File: config.mk
export PLATFORM = sky130hd
export DESIGN_NAME = evm_display_buf
export DESIGN_NICKNAME = d
export VERILOG_FILES = /design/src/rtl/evm_pkg.sv /design/src/rtl/bin2bcd_seq.sv /design/src/rtl/evm_display_buf.sv
export SDC_FILE = /design/constraint.sdc
export NUM_CORES = 1
export LEC_CHECK = 0
export ABC_AREA = 1
export CELL_PAD_IN_SITES_DETAIL_PLACEMENT = 1
export CELL_PAD_IN_SITES_GLOBAL_PLACEMENT = 1
export CORE_UTILIZATION = 35
export CTS_CLUSTER_SIZE = 16
export DETAILED_ROUTE_END_ITERATION = 16
export PLACE_DENSITY = 0.67
export SLEW_MARGIN = 20
export SYNTH_ARGS = -nofsm -noshare
export SYNTH_HDL_FRONTEND = slang
export SYNTH_SLANG_ARGS = --single-unit
File: constraint.sdc
create_clock -name clk -period 14.14 [get_ports clk]
set_input_delay 1.414 -clock clk [delete_from_list [all_inputs] [get_ports clk]]
set_output_delay 1.414 -clock clk [all_outputs]
set_load 0.005 [all_outputs]
File: src/rtl/evm_pkg.sv
// Shared definitions for the voting-machine display buffer: FSM encoding,
// ASCII constants, digit columns and the character template.
package evm_pkg;

  localparam int CNT_W = 10;

  typedef enum logic [1:0] {
    ST_IDLE  = 2'd0,
    ST_CONV  = 2'd1,
    ST_WRITE = 2'd2
  } state_t;

  localparam logic [7:0] ASCII_SPACE = 8'h20;
  localparam logic [7:0] ASCII_ZERO  = 8'h30;
  localparam logic [7:0] ASCII_A     = 8'h41;
  localparam logic [7:0] ASCII_COLON = 8'h3A;

  localparam logic [3:0] COL_EVEN = 4'd2;
  localparam logic [3:0] COL_ODD  = 4'd9;

  // Row layout "X:000  Y:000    ": letters at columns 0/7, digits at 2-4 and 9-11.
  function automatic logic [7:0] template_char(input logic [4:0] addr);
    logic [7:0] ch;
    case (addr[3:0])
      4'd0:                         ch = ASCII_A + {6'd0, addr[4], 1'b0};
      4'd7:                         ch = ASCII_A + {6'd0, addr[4], 1'b1};
      4'd1, 4'd8:                   ch = ASCII_COLON;
      4'd2, 4'd3, 4'd4,
      4'd9, 4'd10, 4'd11:           ch = ASCII_ZERO;
      default:                      ch = ASCII_SPACE;
    endcase
    return ch;
  endfunction

  function automatic logic [4:0] digit_addr(input logic [1:0] cand);
    return {cand[1], (cand[0] ? COL_ODD : COL_EVEN)};
  endfunction

endpackage

File: src/rtl/bin2bcd_seq.sv
// Sequential shift-add-3 binary-to-BCD converter: one input bit per cycle,
// result valid CNT_W cycles after start.
module bin2bcd_seq
  import evm_pkg::*;
(
  input  logic             clk,
  input  logic             rst,
  input  logic             start,
  input  logic [CNT_W-1:0] bin_in,
  output logic             done,
  output logic [3:0]       bcd_hun,
  output logic [3:0]       bcd_ten,
  output logic [3:0]       bcd_one
);

  logic [CNT_W-1:0] bin_q;
  logic [11:0]      bcd_q;
  logic [3:0]       cnt_q;
  logic [21:0]      step;

  function automatic logic [11:0] add3(input logic [11:0] bcd);
    logic [11:0] r;
    for (int i = 0; i < 3; i++) begin
      r[i*4 +: 4] = (bcd[i*4 +: 4] >= 4'd5) ? bcd[i*4 +: 4] + 4'd3 : bcd[i*4 +: 4];
    end
    return r;
  endfunction

  assign step = {add3(bcd_q), bin_q};
  // done marks the cycle whose closing edge performs the final shift
  assign done = (cnt_q == 4'd1);
  assign bcd_hun = bcd_q[11:8];
  assign bcd_ten = bcd_q[7:4];
  assign bcd_one = bcd_q[3:0];

  always_ff @(posedge clk or posedge rst) begin
    if (rst) begin
      bin_q <= '0;
      bcd_q <= '0;
      cnt_q <= '0;
    end else if (start) begin
      bin_q <= bin_in;
      bcd_q <= '0;
      cnt_q <= 4'(CNT_W);
    end else if (cnt_q != 4'd0) begin
      bcd_q <= step[20:9];
      bin_q <= {step[8:0], 1'b0};
      cnt_q <= cnt_q - 4'd1;
    end
  end

endmodule

File: src/rtl/evm_display_buf.sv
// Four-candidate vote tally with a 32x8 LCD character buffer; each accepted
// vote triggers a BCD conversion and a three-digit refresh of that candidate.
module evm_display_buf
  import evm_pkg::*;
#(
  parameter int MAX_COUNT = 999
) (
  input  logic       clk,
  input  logic       rst,
  input  logic       vote_valid,
  input  logic [1:0] vote_cand,
  output logic       vote_ready,
  input  logic       clear,
  input  logic [4:0] mem_addr,
  output logic [7:0] mem_bus
);

  state_t           state_q, state_d;
  logic [1:0]       widx_q;
  logic [1:0]       cand_q;
  logic [CNT_W-1:0] tally_q [4];
  logic [7:0]       buf_q   [32];
  logic             accept, wr_en, conv_done;
  logic [CNT_W-1:0] tally_inc;
  logic [3:0]       bcd_hun, bcd_ten, bcd_one, wr_digit;
  logic [4:0]       wr_addr;

  assign tally_inc = (tally_q[vote_cand] >= CNT_W'(MAX_COUNT)) ? CNT_W'(MAX_COUNT)
                                                               : tally_q[vote_cand] + 1'b1;

  always_comb begin
    state_d    = state_q;
    vote_ready = 1'b0;
    accept     = 1'b0;
    wr_en      = 1'b0;
    case (state_q)
      ST_IDLE: begin
        vote_ready = 1'b1;
        if (vote_valid) begin
          accept  = 1'b1;
          state_d = ST_CONV;
        end
      end
      ST_CONV:  if (conv_done) state_d = ST_WRITE;
      ST_WRITE: begin
        wr_en = 1'b1;
        if (widx_q == 2'd2) state_d = ST_IDLE;
      end
      default:  state_d = ST_IDLE;
    endcase
    // clear wins over everything, including a vote at the same edge
    if (clear) begin
      state_d = ST_IDLE;
      accept  = 1'b0;
      wr_en   = 1'b0;
    end
  end

  always_ff @(posedge clk or posedge rst) begin
    if (rst) begin
      state_q <= ST_IDLE;
      widx_q  <= 2'd0;
      cand_q  <= 2'd0;
    end else begin
      state_q <= state_d;
      widx_q  <= (wr_en) ? widx_q + 2'd1 : 2'd0;
      if (accept) cand_q <= vote_cand;
    end
  end

  always_ff @(posedge clk or posedge rst) begin
    if (rst) begin
      for (int i = 0; i < 4; i++) tally_q[i] <= '0;
    end else if (clear) begin
      for (int i = 0; i < 4; i++) tally_q[i] <= '0;
    end else if (accept) begin
      tally_q[vote_cand] <= tally_inc;
    end
  end

  bin2bcd_seq u_bcd (
    .clk     (clk),
    .rst     (rst),
    .start   (accept),
    .bin_in  (tally_inc),
    .done    (conv_done),
    .bcd_hun (bcd_hun),
    .bcd_ten (bcd_ten),
    .bcd_one (bcd_one)
  );

  // Hundreds land at the lowest address, units two bytes higher.
  assign wr_addr  = digit_addr(cand_q) + {3'd0, widx_q};
  assign wr_digit = (widx_q == 2'd0) ? bcd_hun : (widx_q == 2'd1) ? bcd_ten : bcd_one;

  always_ff @(posedge clk or posedge rst) begin
    if (rst) begin
      for (int i = 0; i < 32; i++) buf_q[i] <= template_char(5'(i));
    end else if (clear) begin
      for (int i = 0; i < 32; i++) buf_q[i] <= template_char(5'(i));
    end else if (wr_en) begin
      buf_q[wr_addr] <= ASCII_ZERO + {4'd0, wr_digit};
    end
  end

  always_ff @(posedge clk or posedge rst) begin
    if (rst) mem_bus <= ASCII_SPACE;
    else     mem_bus <= buf_q[mem_addr];
  end

endmodule

Word level (Yosys, flattened, before mapping)
Cells that the tools add are included.

Input bits: 11. Register bits: 336. Logic and storage cells: 121. Output and inout bits: 9.

Reduce and logical (&&, ||, !) cells: 9. Bitwise gates (word level): 3. $add $sub $neg: 8. Equality and inequality tests: 8. Mux-type cells: 41. $lt $le $gt $ge: 9.

Operators by type and width (count): $mux 256 (2); $bwmux 256 (1); $mux 40 (2); $mux 10 (6); $bmux 8 s5 (1); $bwmux 40 (1); $demux 8 s5 (1); $mux 4 (7); $mux 12 (2); $mux 8 (3); $bmux 10 s2 (1); $demux 10 s2 (1); $ge 4x3->1 const B (3); $ge 6x6->1 const B (2); $not 5->6 (2); $add 10x1->10 const B (1); $ge 10x10->1 const B (1); $mux 2 (5); $ne 3x3->1 const B (3); $add 4x2->4 const B (2); $add 6x4->7 const A (1); $lt 6x1->1 const B (1); $mux 1 (6); $pmux 2 s3 (1); 16 further kinds (22).

Depth between registers and ports, before layout
Depth in word-level cells: 10. Mapped depth: 16. Depth with buffers taken out: 14.

By module
Synthesis repeated with hierarchy kept, for this count alone.

Cell total of the unflattened synthesis: 1621. Area total of the unflattened synthesis: 12654.6 um2.

By module, submodules not included: evm_display_buf (cells an instance 1430, seq. area each 5788.1 um2, area each 11192.0 um2, instances 1); bin2bcd_seq (cells an instance 191, seq. area each 650.6 um2, area each 1462.7 um2, instances 1).

Worst setup path before layout
Ideal clock, no wire load.

Path type: input-to-reg. Start: in vote_cand[0]. End: reg u_bcd.bin_q[3]. Arrival time: 2.667 ns. Data required time: 14.016 ns. Library setup time: 0.124 ns. Stages on the path: 14. Path slack: 11.349 ns. Path buffers: 3. Path through: buf_6 -> inv_4 -> buf_6 -> nand2_1 -> nand2_1 -> nand2_1 -> nand2_1 -> ha_1 -> nand2_1 -> nand2_1 -> nand3_4 -> buf_6 -> nand2_1 -> nand3_1.

Longest elaborated chain between the ends: 7. Elaborated cells between the ends (all ways): 8. Those cells by class: add/sub: 1; order compare: 1; mux: 5; bitwise: 1.

RTL lines: start: declaration (line evm_display_buf.sv:11) `input logic [1:0] vote_cand,`; $not 2->3 (not written as such) (*) (line evm_display_buf.sv:28, evm_display_buf.sv:29); $bmux 10 s2 (*) (line evm_display_buf.sv:28, evm_display_buf.sv:29); $mux 10 (not written as such) (*) (2 in a row) (line evm_display_buf.sv:28, evm_display_buf.sv:29); $add 10x1->10 or $ge 10x10->1 (tied branches) (line evm_display_buf.sv:29, evm_display_buf.sv:28); $mux 10 (*) (line evm_display_buf.sv:28) `assign tally_inc = (tally_q[vote_cand] >= CNT_W'(MAX_COUNT)) ? CNT_W'(MAX_COUNT)`; $mux 10 (*) (line bin2bcd_seq.sv:41) `end else if (start) begin`; end signal: assignment (line bin2bcd_seq.sv:42) `bin_q <= bin_in;`; end signal: assignment (line bin2bcd_seq.sv:47) `bin_q <= {step[8:0], 1'b0};`; end: declaration (line bin2bcd_seq.sv:16) `logic [CNT_W-1:0] bin_q;`.

Every way passes the cells marked *; elsewhere a longest branch is shown, timed or not. The select of a mux whose other input is x is not followed. A chain may end at the register's enable or synchronous reset.

Worst setup path in the final report
Start: in mem_addr[1]. End: reg mem_bus[0].

Longest elaborated chain between the ends: 4.

RTL lines: start: declaration (line evm_display_buf.sv:14) `input logic [4:0] mem_addr,`; $not 5->6 (not written as such) (line evm_display_buf.sv:108) `else mem_bus <= buf_q[mem_addr];`; $bmux 8 s5 (line evm_display_buf.sv:108); $mux 8 (not written as such) (2 in a row) (line evm_display_buf.sv:108); end signal: assignment (line evm_display_buf.sv:108); end: declaration (line evm_display_buf.sv:15) `output logic [7:0] mem_bus`.

No other way between the ends. The select of a mux whose other input is x is not followed.

==> run summary <==
DETAILED ROUTING
--------------------------------------------------------------------------------------------------
Vias per inst                                                                                 5.23
Via count of the routed design                                                              10,500
Remaining antenna violation count after routing                                                  0
Routed wirelength normalized by instance count                                             19.0 um
DRT Wirelength                                                                             38.3 mm
DR pass1 iterations                                                                              5
Remaining design rule violation count                                                            0
Number of violations reported at the end of detailed-routing iteration 0                       619

CLOCK TREE
--------------------------------------------------------------------------------------------------
Worst-case clock buffer depth                                                                    3
Clock transition time at the flip-flop clock pins of the worst setup and hold paths        0.06 ns
Worst-skew pair later-pin latency                                                          0.58 ns
CTS tree                                                                                       yes
PostCTS Resize Cnt                                                                               0
Post-CTS setup repair buffer count                                                               0
Post-CTS Hold Fix Bufs                                                                           0
CTS sink count                                                                                 255
Clock Root Buffer                                                                     sky130_fd_sc_hd__clkbuf_16
Total CTS buffers                                                                               30
CTS H-Tree Depth                                                                                 1

GRT
--------------------------------------------------------------------------------------------------
Overflow after GRT                                                                               0
Via count of the first global-routing pass                                                  11,200
Number of antenna violations at the first check in global routing                                0
Aggregate global-route resource usage                                                        0.220
Largest net degree at the start of global routing                                              116
First-pass GRT wire length                                                                 62.8 mm

FINISH
--------------------------------------------------------------------------------------------------
Non-filler instance count after layout                                                       2,017
Syn-to-layout area delta                                                                     12.7%
Final nets                                                                                   1,566
Number of fill cells in the layout                                                           4,220
Layout Cell Area excl Fill                                                              14,000 um2
Share of layout cells above drive strength 1                                                 0.101
Antenna diodes                                                                                   0

DIE
--------------------------------------------------------------------------------------------------
Initial cell density of the core                                                             0.358
Vert. Die Dim                                                                               191 um
Width of the die                                                                            191 um
Overall die area                                                                        36,400 um2
Boundary Pins                                                                                   20
Floorplan Core Area                                                                     34,800 um2
# rows                                                                                          68

SETUP PATH
--------------------------------------------------------------------------------------------------
Arrival time of data at the critical path endpoint                                         4.04 ns
Slowest Stage Delay on Critical Path                                                       0.66 ns
Worst Path Class, Setup                                                               input pin to flop
Kind of start point of the critical path                                                 input pin
Most common cell type on the critical path                                            sky130_fd_sc_hd__nand2_1
Sum of buffers and inverters on the critical path                                                3
Cell at the slowest stage of the critical path                                        sky130_fd_sc_hd__nand2_1
Cell-by-cell listing of the critical path                                             clkdlybuf4s50_1 > buf_4 > inv_1 > nand2_1 > o22ai_1 > nor2_1 > nand2_1 > nand3_1 > nand2_1
Critical path data required time                                                          14.64 ns
Critical path endpoint category                                                               flop
Cell family contributing the most delay on the critical path                          buffers and inverters
Biggest fanout along the worst timing path                                                      17

STA
--------------------------------------------------------------------------------------------------
Fin crit share                                                                               0.251
Max frequency                                                                            0.282 GHz
Unrepaired setup endpoints after global routing                                              false
Worst Tran Pin Value                                                                       1.12 ns
Sum Neg Setup Slack                                                                           0 ns
Worst setup skew after layout                                                            0.0201 ns
Final Critical Period                                                                      3.54 ns
Number of pins with negative max-slew slack in the final report                                  0
Total of endpoints with negative setup slack in the final report                                 0
Total count of hold-check failures in the final report                                           0
Slew margin rel.                                                                             0.255

RUN STATUS
--------------------------------------------------------------------------------------------------
Run status                                                                            finished, final reports clean

LOGIC SYNTHESIS
--------------------------------------------------------------------------------------------------
Synthesized cell area                                                                   12,500 um2
Most used flip-flop cell after synthesis                                              sky130_fd_sc_hd__dfrtp_1
Number of distinct library cells after synthesis                                                45
Synthesized net count                                                                        1,571
Count of flip-flops with a built-in enable after synthesis                                       0
Register area share after synthesis                                                          0.517
Share of flip-flops with an asynchronous set or reset after synthesis                         1.00
Flops & latches, synth                                                                         255
Mapped Cells                                                                                 1,545
Synthesis Warnings                                                                               0
Mean instance size in the synthesized netlist                                             8.07 um2

RUN
--------------------------------------------------------------------------------------------------
Max-capacitance violation count                                                                  0

POWER AND IR DROP
--------------------------------------------------------------------------------------------------
Maximum resistive drop on vdd                                                           0.000109 V
Leakage power                                                                              6.50 nW
Ratio of total power to cell area                                                       140 nW/um2

PLACE
--------------------------------------------------------------------------------------------------
Sum of net half-perimeters after detailed placement                                        25.2 mm
Cell area after placement                                                               13,000 um2
RD Place Congestion                                                                          0.824
Number of placed cells counting well taps                                                    1,963
Port bufs                                                                                       18

HOLD PATH
--------------------------------------------------------------------------------------------------
Worst hold path type                                                                  flop to flop

[tightest hold or removal path, delay by kind of cell, from the launching register on]
family	cells	cell delay [ns]
flip-flops	1	0.36
AND/OR/NAND/NOR	1	0.04
buffers and inverters	1	0.04
[power by group]
part | switching, W | internal [W] | total (W)
clock network | 0.000318 | 0.000491 | 0.000808
registers | 0.0000292 | 0.000769 | 0.000798
logic | 0.000269 | 0.0000889 | 0.000358
total | 0.000616 | 0.00135 | 0.00196
[synthesized netlist by cell type (3+ instances only)]
cell type	instances	area [um2]
sky130_fd_sc_hd__nor2_2	6	37.5
sky130_fd_sc_hd__mux2i_1	13	130
sky130_fd_sc_hd__o21ai_0	134	671
sky130_fd_sc_hd__dfrtp_1	209	5230
sky130_fd_sc_hd__inv_1	151	567
sky130_fd_sc_hd__nand2_1	429	1610
sky130_fd_sc_hd__a22oi_1	8	60.1
sky130_fd_sc_hd__buf_4	3	22.5
sky130_fd_sc_hd__inv_2	4	15.0
sky130_fd_sc_hd__o2111ai_1	4	35.0
sky130_fd_sc_hd__nand2_2	10	62.6
sky130_fd_sc_hd__buf_6	6	67.6
sky130_fd_sc_hd__xor2_1	4	35.0
sky130_fd_sc_hd__buf_1	7	26.3
sky130_fd_sc_hd__nor2_4	4	45.0
sky130_fd_sc_hd__dfstp_2	46	1210
sky130_fd_sc_hd__or2_2	10	62.6
sky130_fd_sc_hd__ha_1	14	175
sky130_fd_sc_hd__nand3_1	107	536
sky130_fd_sc_hd__nand3_2	4	40.0
sky130_fd_sc_hd__a21oi_1	77	385
sky130_fd_sc_hd__buf_2	16	80.1
sky130_fd_sc_hd__o22ai_1	62	388
sky130_fd_sc_hd__o211ai_1	9	67.6
sky130_fd_sc_hd__nor2_1	122	458
sky130_fd_sc_hd__clkbuf_1	38	143
sky130_fd_sc_hd__nor3_1	12	60.1
sky130_fd_sc_hd__o21ai_1	14	70.1
[state kept, by name (all words and copies together), names as in the netlist]
register,count
buf_q,176
mem_bus,7
u_bcd.bcd_q,12
u_bcd.cnt_q,4
cand_q,2
state_q,2
widx_q,2
u_bcd.bin_q,10
tally_q,40
[path summary, 6_finish.rpt]
path	startpoint	depth (start not counted)	to	slack, ns
setup / recovery	mem_addr[1]	9	mem_bus[0]$_DFF_PP0_	10.60
hold / removal	buf_q[221]$_DFFE_PP1P_	2	buf_q[221]$_DFFE_PP1P_	0.45
setup reg to reg	state_q[0]$_DFFE_PP0P_	6	buf_q[193]$_DFFE_PP1P_	11.22
hold reg to reg	buf_q[221]$_DFFE_PP1P_	2	buf_q[221]$_DFFE_PP1P_	0.45
max in group asynchronous	rst	3	buf_q[204]$_DFFE_PP0P_	11.31
min in group asynchronous	rst	2	buf_q[122]$_DFFE_PP0P_	1.42
[per-stage QoR]
stage               hold WS (ns)  power, W  utilization  worst slack, ns
finish                     0.454   0.00196        0.403            10.60
global route               0.472   0.00205        0.403            10.39
CTS                        0.454   0.00199        0.403            10.60
detailed placement         0.444   0.00117        0.374             9.99
global placement           0.442   0.00116        0.373            10.02
floorplan                  0.433   0.00103            -             5.79
[placed cells by master (no fill, tap or decap), types with 15 or more instances in the layout]
master,netlist,final
sky130_fd_sc_hd__clkbuf_16,0,30
sky130_fd_sc_hd__nand3_1,107,107
sky130_fd_sc_hd__inv_1,151,150
sky130_fd_sc_hd__dfstp_2,46,46
sky130_fd_sc_hd__o22ai_1,62,62
sky130_fd_sc_hd__clkdlybuf4s50_1,0,16
sky130_fd_sc_hd__nor2_1,122,122
sky130_fd_sc_hd__nand2_1,429,429
sky130_fd_sc_hd__o21ai_0,134,134
sky130_fd_sc_hd__buf_4,3,15
sky130_fd_sc_hd__dfrtp_1,209,209
sky130_fd_sc_hd__a21oi_1,77,76
[per-layer routing]
layer  global-route usage  vias up  routed length, um
li1                     -     5024                  -
met1                0.309     5337              18600
met2                0.360      127              17900
met3               0.0272       58                986
met4               0.0529        0                801
met5                    0        -                  0
[cells by family (layout without fill, tap and decap cells)]
kind of cell | Yosys count | after routing | share of synthesized area
buffers and inverters | 228 | 245 | 0.0750
xor gates and xnor gates | 5 | 5 | 0.00351
AOI/OAI and AO/OA | 315 | 315 | 0.139
other | 1 | 1 | 0.000301
DFF | 255 | 255 | 0.517
adders and majority gates | 15 | 15 | 0.0157
muxes | 13 | 13 | 0.0104
and+or+nand+nor | 713 | 713 | 0.239
[cell type report]
| class | count | area (um2) | area share |
|---|---|---|---|
| Clock inverter | 10 | 143 | 0.0102 |
| Clock buffer | 44 | 893 | 0.0636 |
| Multi-Input combinational cell | 1062 | 5100 | 0.363 |
| Tap cell | 455 | 569 | 0.0406 |
| Timing Repair Buffer | 33 | 289 | 0.0206 |
| Sequential cell | 255 | 6440 | 0.459 |
| Inverter | 158 | 603 | 0.0430 |
Power figures use the tool's default switching activity.
